$ cat config.mk
export PLATFORM = sky130hd
export DESIGN_NAME = conv_window_accumulator
export DESIGN_NICKNAME = d
export VERILOG_FILES = /design/src/rtl/conv_pkg.sv /design/src/rtl/Select_32Bit.sv /design/src/rtl/conv_window_accumulator.sv
export SDC_FILE = /design/constraint.sdc
export NUM_CORES = 1
export LEC_CHECK = 0
export ABC_CLOCK_PERIOD_IN_PS = 5100
export CORE_MARGIN = 2
export CORE_UTILIZATION = 45
export CTS_CLUSTER_DIAMETER = 200
export DETAILED_ROUTE_END_ITERATION = 8
export PLACE_DENSITY = 0.69
export SLEW_MARGIN = 30
export SYNTH_ARGS = -nofsm -noshare
export SYNTH_HDL_FRONTEND = slang
export SYNTH_HIERARCHICAL = 1
export SYNTH_SLANG_ARGS = --single-unit
$ cat constraint.sdc
create_clock -name clk -period 5.1 [get_ports clk]
set_clock_uncertainty 0.05 [all_clocks]
set_input_delay 1.02 -clock clk [delete_from_list [all_inputs] [get_ports clk]]
set_output_delay 1.02 -clock clk [all_outputs]
set_load 0.05 [all_outputs]
$ cat src/rtl/conv_pkg.sv
// Shared types and constants for the convolution window accumulator.
package conv_pkg;

  localparam int unsigned DATA_W       = 32;
  localparam int unsigned TAPS_DEFAULT = 9;
  localparam logic [DATA_W-1:0] SAT_VAL = 32'hFFFF_FFFF;

  typedef enum logic [1:0] {
    IDLE,
    ACCUM,
    HOLD
  } accState_e;

endpackage

$ cat src/rtl/Select_32Bit.sv
// 32-bit carry-select adder: the low half ripples, and the high half is
// precomputed for both carry-ins and then selected. S/Cout assume carry-in 0.
// S_Alt/Cout_Alt assume carry-in 1.
module Select_32Bit (
  input  logic [31:0] A,
  input  logic [31:0] B,
  output logic [31:0] S,
  output logic        Cout,
  output logic [31:0] S_Alt,
  output logic        Cout_Alt
);

  logic [16:0] lo0, lo1, hi0, hi1;

  // Form both candidate sums for each half, then select the high half using the low-half carry
  always_comb begin
    lo0      = {1'b0, A[15:0]}  + {1'b0, B[15:0]};
    lo1      = {1'b0, A[15:0]}  + {1'b0, B[15:0]}  + 17'd1;
    hi0      = {1'b0, A[31:16]} + {1'b0, B[31:16]};
    hi1      = {1'b0, A[31:16]} + {1'b0, B[31:16]} + 17'd1;
    S        = {(lo0[16] ? hi1[15:0] : hi0[15:0]), lo0[15:0]};
    Cout     = lo0[16] ? hi1[16] : hi0[16];
    S_Alt    = {(lo1[16] ? hi1[15:0] : hi0[15:0]), lo1[15:0]};
    Cout_Alt = lo1[16] ? hi1[16] : hi0[16];
  end

endmodule

$ cat src/rtl/conv_window_accumulator.sv
// Accumulates TAPS partial products per window through Select_32Bit and
// presents each window sum with a sticky carry flag.
// Optional macro CONV_ACC_SATURATE_EN: clamp the stored sum to all-ones once
// the window has carried.
module conv_window_accumulator
  import conv_pkg::*;
#(
  parameter int unsigned TAPS  = TAPS_DEFAULT,
  parameter int unsigned CNT_W = 8
) (
  input  logic              clk,
  input  logic              rst_n,
  input  logic              clear,
  input  logic              in_valid,
  output logic              in_ready,
  input  logic [DATA_W-1:0] in_data,
  output logic              out_valid,
  input  logic              out_ready,
  output logic [DATA_W-1:0] out_sum,
  output logic              out_carry,
  output logic [CNT_W-1:0]  beat_cnt
);

  localparam logic [CNT_W-1:0] LAST_BEAT = CNT_W'(TAPS - 1);

  accState_e         state, stateNext;
  logic              readyEn;
  logic [DATA_W-1:0] acc, addA, addS, nextAcc;
  logic              addCout, carryAcc, nextCarry;
  logic              accept, firstBeat, lastBeat;
  logic [DATA_W-1:0] unusedSAlt;
  logic              unusedCoutAlt;

  assign firstBeat = (beat_cnt == '0);
  assign lastBeat  = (beat_cnt == LAST_BEAT);
  assign addA      = firstBeat ? '0 : acc;
  assign accept    = in_valid & in_ready & ~clear;
  assign nextCarry = (firstBeat ? 1'b0 : carryAcc) | addCout;

`ifdef CONV_ACC_SATURATE_EN
  assign nextAcc = nextCarry ? SAT_VAL : addS;
`else
  assign nextAcc = addS;
`endif

  Select_32Bit adder (
    .A        (addA),
    .B        (in_data),
    .S        (addS),
    .Cout     (addCout),
    .S_Alt    (unusedSAlt),
    .Cout_Alt (unusedCoutAlt)
  );

  // Next-state and handshake outputs; clear overrides all other events
  always_comb begin
    stateNext = state;
    out_valid = (state == HOLD);
    in_ready  = readyEn & ((state != HOLD) | out_ready);
    if (clear) begin
      stateNext = IDLE;
    end else if (accept) begin
      stateNext = lastBeat ? HOLD : ACCUM;
    end else if ((state == HOLD) && out_ready) begin
      stateNext = IDLE;
    end
  end

  // State register
  always_ff @(posedge clk or negedge rst_n) begin
    if (!rst_n) begin
      state <= IDLE;
    end else begin
      state <= stateNext;
    end
  end

  // Holds in_ready low until the first edge after reset release
  always_ff @(posedge clk or negedge rst_n) begin
    if (!rst_n) begin
      readyEn <= 1'b0;
    end else begin
      readyEn <= 1'b1;
    end
  end

  // Accumulator, beat counter and result registers; the result is copied out
  // separately so a beat accepted during HOLD can start the next window
  always_ff @(posedge clk or negedge rst_n) begin
    if (!rst_n) begin
      acc       <= '0;
      carryAcc  <= 1'b0;
      beat_cnt  <= '0;
      out_sum   <= '0;
      out_carry <= 1'b0;
    end else if (clear) begin
      beat_cnt <= '0;
    end else if (accept) begin
      acc      <= nextAcc;
      carryAcc <= nextCarry;
      beat_cnt <= lastBeat ? '0 : beat_cnt + CNT_W'(1);
      if (lastBeat) begin
        out_sum   <= nextAcc;
        out_carry <= nextCarry;
      end
    end
  end

endmodule
# [Word-level counts from Yosys, hierarchy flattened]
# Index checks and enable logic that the tools add are counted.
[word_totals] output_inout_bits=43 reg_bits=77 inputBits=37 wordCells=37
[classes] bitwise_logic=6 eq_ne=3 reduce_logical=6 n_mux=11 add_sub_neg=4
[ops] operator="16-bit by 16-bit adder with 17-bit output" n=2
[ops] operator="32-bit two-way mux" n=1
[ops] operator="8-bit two-way mux" n=3
[ops] operator="17-bit by 1-bit adder with 17-bit output (second input constant)" n=1
[ops] operator="16-bit two-way mux" n=1
[ops] operator="8-bit by 1-bit adder with 8-bit output (second input constant)" n=1
[ops] operator="8-bit by 4-bit == test with 1-bit output (second input constant)" n=1
[ops] operator="8-bit logical NOT" n=1
[ops] operator="2-bit two-way mux" n=4
[ops] operator="1-bit bitwise AND" n=3
[ops] operator="3-bit AND reduction" n=1
[ops] operator="3-bit nonzero test" n=1
[ops] operator="2-bit == test (second input constant)" n=1
[ops] operator="1-bit two-way mux" n=2
[ops] operator="2-bit != test (second input constant)" n=1
[ops] operator="1-bit bitwise OR" n=2
[ops] operator="2-bit AND reduction" n=1
[ops] operator="2-bit nonzero test" n=1
[ops] operator="1-bit logical AND" n=1
[ops] operator="1-bit NOT" n=1

# [Longest topological paths before layout]
# Gate-level depths: netlist of run 1.
[depth] word_depth=7 depth_mapped=20 depth_no_buf=18

# [Cells and area by module]
# The synthesis of run 1 kept the hierarchy.
[modules_own_cells] mod="conv_window_accumulator" area_per_inst_um2=3449.6 cells_per_inst=245 n_inst=1 seq_area_each_um2=1926.8
[modules_own_cells] mod="Select_32Bit" area_per_inst_um2=2696.3 cells_per_inst=379 n_inst=1 seq_area_each_um2=0.0

# [Worst setup path after synthesis of run 1]
# Ideal clock, no wire load.
[synth_path] path_kind="register to register" start="register beat_cnt[0]" end="register out_carry" n_path_buf=2 setup_ns=0.125 setup_slack_ns=-0.057 stages_incl_launch_ff=21 period_less_slack_ns=5.157 t_required_ns=4.925 t_arrival_ns=4.982 cell_sequence="dfrtp_1 > inv_1 > ha_1 > or4b_1 > nor4_1 > clkbuf_1 > nor2b_1 > ha_1 > fa_1 > xor2_1 > nand3_1 > mux2i_1 > and4bb_2 > and2_1 > and4_1 > and3_1 > buf_2 > nand3_1 > xnor2_1 > o21bai_1 > mux2_4"
[synth_via] elab_chain_cells=6 word_cells_on_any_way=10 classes_between="add/sub (3); eq/ne (1); mux (3); bitwise (1); reduce/logical (2)"
[synth_rtl] element="from (decl)" line_no="conv_window_accumulator.sv:21" source="output logic [CNT_W-1:0] beat_cnt"
[synth_rtl] element="from (signal assigned)" line_no="conv_window_accumulator.sv:101" source="beat_cnt <= lastBeat ? '0 : beat_cnt + CNT_W'(1);"
[synth_rtl] element="8-bit logical NOT (*)" line_no="conv_window_accumulator.sv:34" source="assign firstBeat = (beat_cnt == '0);"
[synth_rtl] element="32-bit two-way mux (*)" line_no="conv_window_accumulator.sv:36" source="assign addA = firstBeat ? '0 : acc;"
[synth_rtl] element="named net addA[16]" line_no="conv_window_accumulator.sv:28" source="logic [DATA_W-1:0] acc, addA, addS, nextAcc;"
[synth_rtl] element="16-bit by 16-bit adder with 17-bit output (*)" line_no="Select_32Bit.sv:19, Select_32Bit.sv:20"
[synth_rtl] element="17-bit by 1-bit adder with 17-bit output" line_no="Select_32Bit.sv:20" source="hi1 = {1'b0, A[31:16]} + {1'b0, B[31:16]} + 17'd1;"
[synth_rtl] element="1-bit two-way mux (*)" line_no="Select_32Bit.sv:22" source="Cout = lo0[16] ? hi1[16] : hi0[16];"
[synth_rtl] element="named net addCout" line_no="conv_window_accumulator.sv:29" source="logic addCout, carryAcc, nextCarry;"
[synth_rtl] element="1-bit bitwise OR (*)" line_no="conv_window_accumulator.sv:38" source="assign nextCarry = (firstBeat ? 1'b0 : carryAcc) | addCout;"
[synth_rtl] element="to (signal assigned)" line_no="conv_window_accumulator.sv:104" source="out_carry <= nextCarry;"
[synth_rtl] element="to (decl)" line_no="conv_window_accumulator.sv:20" source="output logic out_carry,"
# The timed path passes the listed nets; every way through them passes the cells marked *.
# A chain may end at the register's enable or synchronous reset.

# [Worst setup path in the final report of run 1]
[layout_path] start="register beat_cnt[0]" end="register acc[29]"
[layout_via] elab_chain_cells=5 word_cells_on_any_way=6 classes_between="add/sub (3); mux (2); reduce/logical (1)"
[layout_rtl] element="8-bit logical NOT (*)" line_no="conv_window_accumulator.sv:34"
[layout_rtl] element="32-bit two-way mux (*)" line_no="conv_window_accumulator.sv:36"
[layout_rtl] element="named net addA[16]" line_no="conv_window_accumulator.sv:28"
[layout_rtl] element="16-bit by 16-bit adder with 17-bit output (*)" line_no="Select_32Bit.sv:19, Select_32Bit.sv:20"
[layout_rtl] element="17-bit by 1-bit adder with 17-bit output" line_no="Select_32Bit.sv:20"
[layout_rtl] element="16-bit two-way mux (*)" line_no="Select_32Bit.sv:21" source="S = {(lo0[16] ? hi1[15:0] : hi0[15:0]), lo0[15:0]};"
[layout_rtl] element="named net addS[29]" line_no="conv_window_accumulator.sv:28"
[layout_rtl] element="to (signal assigned)" line_no="conv_window_accumulator.sv:99" source="acc <= nextAcc;"
[layout_rtl] element="to (decl)" line_no="conv_window_accumulator.sv:28"
# Marks and branches as above.

==> summary.txt, run 1 <==
Worst setup path
  – R2R Path End: acc[29]
  – FF-to-FF Start: beat_cnt[0]
  – Top Family by Delay on Critical Path: simple AND/OR/NAND/NOR gates
  – Setup CP Type: reg2reg
  – Worst path required time: approximately 5.3 ns
  – R2R Setup Slk: 0.41 ns
  – Startpoint Class: flip-flop
  – Crit path buf inv count: 2
  – R2r worst-path depth: 18
  – CP Cell Sequence: inv_1 -> ha_1 -> or4b_1 -> nor4_2 -> buf_12 -> nor2b_1 -> ha_1 -> fa_1 -> a21oi_1 -> o22a_1 -> and2_1 -> xnor2_1 -> nor4b_2 -> and4_1 -> and2_1 -> nand3_1 -> xnor2_1 -> mux2_2
  – Crit end category: flip-flop
  – Crit path largest cell delay: 0.46 ns
  – Arr. time, crit path: 4.86 ns
  – Slowest CP cell: dfrtp_1
  – Crit-path max FO: 14

Outcome
  – Status: finished clean

Floorplanning
  – Cell Rows: 40
  – IO Pins: 80
  – Die Span X: 115 um
  – Initial core utilization: 46.3%
  – Core area: 12,100 sq um
  – Die ar.: 13,300 sq um
  – Die Y-Extent: 115 um

Drt
  – Final antenna-violating net count: 0
  – Wire length per cell: 16.0 um
  – Drt drc: 0
  – Final wirelength: between 10,000 and 15,000 um
  – Initial DRC count: approximately 240
  – TritonRoute pass-1 iters: 4
  – Vias: around 4,400
  – Vias per cell: 5.52

Global routing
  – Vias in the first global route: about 4,400
  – Largest net degree at the start of global routing: 43
  – Grt total ovfl: 0
  – First-pass GRT wire length: 21,200 um
  – All-Layer GR Usage: between 15 and 20%
  – Initial antenna violation count: 0

Flow run
  – Maximum Capacitance Violations: 0

Clock network
  – Cts hold-fix bufs: 0
  – Clock tree root buffer cell: clkbuf_16
  – Post-CTS setup buffers: 0
  – H-Tree Depth: 3
  – TritonCTS clock tree: done
  – Clock buffer count from CTS: 9
  – Sink Count: 77
  – Reg clk slew, reported paths: roughly 0.060 ns
  – Clock Path Buffers: 2
  – Clock Latency Late Sink: 0.33 ns

Timing
  – F_max: ~210 MHz
  – Fin. Hold Viols: 0
  – Final setup violation count: 0
  – Final slew viol count: 0
  – Final worst path period share: 92.0%
  – Minimum clock period: 4.69 ns
  – Setup TNS: 0 ns
  – Worst slew margin: a little under half
  – RSZ-0062 raised after global routing: false
  – Pin slew with the least headroom to its limit: 0.792 ns

Placement
  – DP Wirelength: 9280 um
  – Placed cells: a little under 800
  – GP Congestion: 0.893
  – PortBufs: 79

Min path
  – Startpoint of the worst hold path: acc[16]
  – Worst Hold Class: reg2reg
  – Min-Delay Path Depth: 1
  – WHS Endpoint: acc[16]

Logic synthesis
  – Mapped Nets: 623
  – Yosys warns: 6
  – Post-Syn Area: 5590 sq um
  – Syn Inst Count: 549
  – Syn avg cell area: roughly 10 sq um

Cells and area
  – Non-filler instance count after layout: 793
  – Area delta synth->final: 22.2%
  – Fin util: 56.6%
  – Layout cell share with drive strength beyond 1: 16.5%
  – Antenna cells: 0
  – Layout Nets: 695

Power
  – Max IR drop VDD: approximately 0.21 mV
  – Pwr Density: between 300 and 400 nW/um^2
  – Cell leakage power: 3.02 nW
==> where the power goes <==
part	internal (W)	switching, W	total [W]
combinational	0.000370	0.000405	0.000775
clock	0.000439	0.000253	0.000692
sequential	0.000730	0.0000566	0.000786
total	0.00154	0.000715	0.00225
==> worst reg2reg max path: stages, from the launching register on <==
cell	delay (ns)
dfrtp_1	0.46
inv_1	0.09
ha_1	0.13
or4b_1	0.46
nor4_2	0.26
buf_12	0.19
nor2b_1	0.06
ha_1	0.22
fa_1	0.40
a21oi_1	0.19
o22a_1	0.24
and2_1	0.18
xnor2_1	0.24
nor4b_2	0.41
and4_1	0.26
and2_1	0.15
nand3_1	0.13
xnor2_1	0.18
mux2_2	0.27
==> cell usage in the layout (no fill, tap or decap), drive strengths merged, types with 5 or more instances in the layout <==
| cell type | instances |
|---|---|
| and3 | 11 |
| mux2 | 65 |
| xor2 | 7 |
| o21ai | 15 |
| o21a | 5 |
| or3 | 6 |
| clkdlybuf4s50 | 78 |
| nor3b | 5 |
| nand3 | 22 |
| nand4 | 5 |
| clkbuf | 11 |
| a31oi | 5 |
| nand2 | 39 |
| and2b | 10 |
| nor2b | 25 |
| xnor2 | 25 |
| ha | 35 |
| a21o | 10 |
| buf | 6 |
| o211ai | 8 |
| nor2 | 19 |
| and2 | 8 |
| nor3 | 8 |
| inv | 22 |
| a21oi | 24 |
| dfrtp | 77 |
==> metrics by stage <==
stage	hold WS, ns	total power, W	setup slack (ns)	area (sq um)
after CTS	0.451	0.00227	0.261	6820
after global routing	0.463	0.00239	0.0651	6830
after floorplan	0.423	0.00136	0.149	5590
after global placement	0.432	0.00154	0.374	6490
final	0.445	0.00225	0.408	6830
after detailed placement	0.437	0.00156	0.273	6510
==> how the worst max path moves through the flow <==
stage | start | to | slack [ns] | cells after the start
after floorplan | beat_cnt[0] | out_carry | 0.15 | 19
after global placement | beat_cnt[0] | out_carry | 0.37 | 18
after detailed placement | beat_cnt[0] | out_carry | 0.27 | 18
after CTS | beat_cnt[0] | out_carry | 0.26 | 18
after global routing | beat_cnt[0] | out_carry | 0.07 | 19
final | beat_cnt[0] | acc[29] | 0.41 | 18
==> metal layers <==
layer | routed length, um | GRT usage (%)
met1 | 6000 | 27.0
met2 | 6090 | 32.4
met3 | 415 | 3.66
met4 | 139 | 5.46
met5 | 0 | 0
==> layout make-up <==
cell class | instances | area (sq um)
fill | 1048 | 5240
clock inverter | 4 | 72.6
timing repair buffer | 84 | 851
sequential | 77 | 1930
inverter | 22 | 82.6
clock buffer | 11 | 243
tap | 168 | 210
multi-input combinational | 427 | 3440
==> state kept, by name, summed over array words and instances (netlist names) <==
signal / cells
readyEn: 1
acc: 32
out_carry: 1
out_sum: 32
beat_cnt: 8
state: 2
carryAcc: 1
==> timing repair <==
item / CTS / global route
hold endpoints to repair: 0 / 0
gates resized for setup: 0 / 1
endpoints found under the setup margin: 0 / 1
(Power assumes the default switching activity.)
==> run 2: changes to the inputs <==
--- a/config.mk
+++ b/config.mk
@@ -5,12 +5,12 @@
 export SDC_FILE = /design/constraint.sdc
 export NUM_CORES = 1
 export LEC_CHECK = 0
-export ABC_CLOCK_PERIOD_IN_PS = 5100
+export ABC_CLOCK_PERIOD_IN_PS = 5700
 export CORE_MARGIN = 2
 export CORE_UTILIZATION = 45
 export CTS_CLUSTER_DIAMETER = 200
 export DETAILED_ROUTE_END_ITERATION = 8
-export PLACE_DENSITY = 0.69
+export PLACE_DENSITY = 0.66
 export SLEW_MARGIN = 30
 export SYNTH_ARGS = -nofsm -noshare
 export SYNTH_HDL_FRONTEND = slang
==> constraint.sdc (replaced) <==
create_clock -name clk -period 5.7 [get_ports clk]
set_clock_uncertainty 0.05 [all_clocks]
set_input_delay 1.14 -clock clk [delete_from_list [all_inputs] [get_ports clk]]
set_output_delay 1.14 -clock clk [all_outputs]
set_load 0.05 [all_outputs]
==> run 2 against run 1 <==
Worst hold slack better by 0.0046 ns. Maximum frequency shrank 4.6%. Core utilization is 0.29 points lower. Highest routed layer unchanged. Count of clock-buffer cells in the layout rose by 1. Combinational power is 11% lower. Sequential power is 11% lower. Power shrank 9.7%. Final area shrank 0.51%. Largest power group unchanged. Sequential share of layout area rose by 0.15 points. Setup slack improved by 0.37 ns. Global-route usage rose by 0.76 points.
==> summary.txt, run 2 (synthesis results as in run 1) <==
Min path
  – Worst Hold Class: reg2reg

Clock network
  – Clock buffer count from CTS: 9
  – Cts hold-fix bufs: 0
  – Post-cts resize count: 0
  – Clock Latency Late Sink: about 0.35 ns
  – Post-CTS setup buffers: 0
  – TritonCTS clock tree: done
  – Reg clk slew, reported paths: approximately 0.06 ns
  – Sink Count: 77
  – Clock Path Buffers: 2
  – Clock tree root buffer cell: clkbuf_16
  – H-Tree Depth: 3

Cells and area
  – Layout Nets: 692
  – Antenna cells: 0
  – Non-filler instance count after layout: 791
  – Layout cell share with drive strength beyond 1: 16.1%
  – Most frequent cells in the layout: 78 x clkdlybuf4s50_1, 77 x dfrtp_1, 39 x nand2_1
  – Regs by FF count: acc (32), out_sum (32), beat_cnt (8)
  – Area delta synth->final: 21.6%
  – Leading cell type in the layout, fill and taps excluded: clkdlybuf4s50_1

Global routing
  – Initial antenna violation count: 0
  – Vias in the first global route: 4,347
  – All-Layer GR Usage: slightly above 20%
  – Grt total ovfl: 0
  – Largest net degree at the start of global routing: between 70 and 80
  – First-pass GRT wire length: 21,400 um

Timing
  – Final slew viol count: 0
  – Fin Hold WS: 0.450 ns
  – Final setup violation count: 0
  – Pin slew with the least headroom to its limit: 0.850 ns
  – Worst slew margin: 43.4%
  – Fin. Hold Viols: 0
  – RSZ-0062 raised after global routing: false
  – Setup TNS: 0 ns
  – Final worst slack: roughly 0.78 ns
  – Final worst path period share: 86.3%
  – Minimum clock period: 4.92 ns
  – F_max: 203 MHz

Placement
  – GP Congestion: 0.877
  – PortBufs: 79
  – DP Worst Slack: 0.810 ns
  – DP Wirelength: 9130 um
  – Placed cells: 775

Worst setup path
  – Crit-path max FO: 33
  – Crit end category: flip-flop
  – Worst path required time: 5.89 ns
  – Arr. time, crit path: 5.11 ns
  – Setup CP Type: reg2reg
  – Startpoint Class: flip-flop

Drt
  – Vias: 4,406
  – Final antenna-violating net count: 0
  – Wire length per cell: 16.5 um
  – Initial DRC count: approximately 300
  – Vias per cell: 5.57
  – Drt drc: 0
  – TritonRoute pass-1 iters: 6
  – Final wirelength: 13,100 um

Power
  – Total power: a little over 0.002 W
  – Cell leakage power: ~3 nW
  – Max IR drop VDD: 0.138 mV
  – Pwr Density: 299 nW/um^2

Floorplanning
  – IO Pins: 80
  – Die ar.: 13,300 sq um
  – Cell Rows: 40
  – Initial core utilization: a little under half
  – Core area: 12,100 sq um
  – Die Y-Extent: 115 um
  – Die Span X: roughly 120 um

Outcome
  – Status: finished clean

Flow run
  – Maximum Capacitance Violations: 0
[run 2: cell count changes in the layout (fill, tap and decap cells not counted), sizes merged]
| cell | previous run | this run |
|---|---|---|
| clkinv | 1 | 2 |
| clkbuf | 11 | 12 |
| buf | 6 | 3 |
| clkinvlp | 1 | 0 |
[run 2: path summary, 6_finish.rpt]
| check | start | endpoint | slack, ns | cells past startpoint |
|---|---|---|---|---|
| hold / removal | acc[30] | acc[30] | 0.45 | 1 |
| max in group asynchronous | rst_n | out_sum[12] | 4.35 | 1 |
| hold reg to reg | acc[30] | acc[30] | 0.45 | 1 |
| setup reg to reg | beat_cnt[0] | out_carry | 0.78 | 19 |
| min in group asynchronous | rst_n | beat_cnt[5] | 0.75 | 1 |
| setup / recovery | beat_cnt[0] | out_carry | 0.78 | 19 |
[run 2: cell type report]
| cell class | count | area, sq um |
|---|---|---|
| repair buffers | 81 | 807 |
| multi-input cells | 427 | 3440 |
| clock inverters | 4 | 70.1 |
| inverters | 22 | 82.6 |
| well taps | 168 | 210 |
| flip-flops and latches | 77 | 1930 |
| fillers | 1066 | 5270 |
| clock buffers | 12 | 256 |
[run 2: metrics by stage]
step | instance area (sq um) | utilization [%]
floorplan | 5590 | -
global placement | 6460 | 53.6
detailed placement | 6460 | 53.6
CTS | 6790 | 56.3
global route | 6790 | 56.3
finish | 6790 | 56.3
[run 2: layer usage]
layer  up-vias  GRT usage (%)  part of all wire (%)
met1      2157           26.5                    45
met2        94           34.5                    49
met5         -              0                     0
met4         0           6.43                   1.2
li1       2140              -                     -
met3        15           4.55                   4.4
[run 2: critical path, stage by stage (launching register included)]
cell and delay, ns:
dfrtp_1 0.46, inv_1 0.09, ha_1 0.13, or4b_1 0.46, nor4_2 0.21, buf_4 0.41
nor2b_1 0.10, ha_1 0.23, fa_1 0.40, a21oi_1 0.23, o22a_1 0.24, a21oi_1 0.18
o21a_1 0.25, nor4_1 0.28, nor3_1 0.15, nor3b_1 0.21, nand3_1 0.11, xnor2_1 0.16
o21bai_1 0.16, mux2_4 0.26
[run 2: report_power, final]
group	switching (W)	internal, W	total (W)
Combinational	0.000366	0.000326	0.000691
Clock	0.000236	0.000406	0.000642
Sequential	0.0000478	0.000653	0.000701
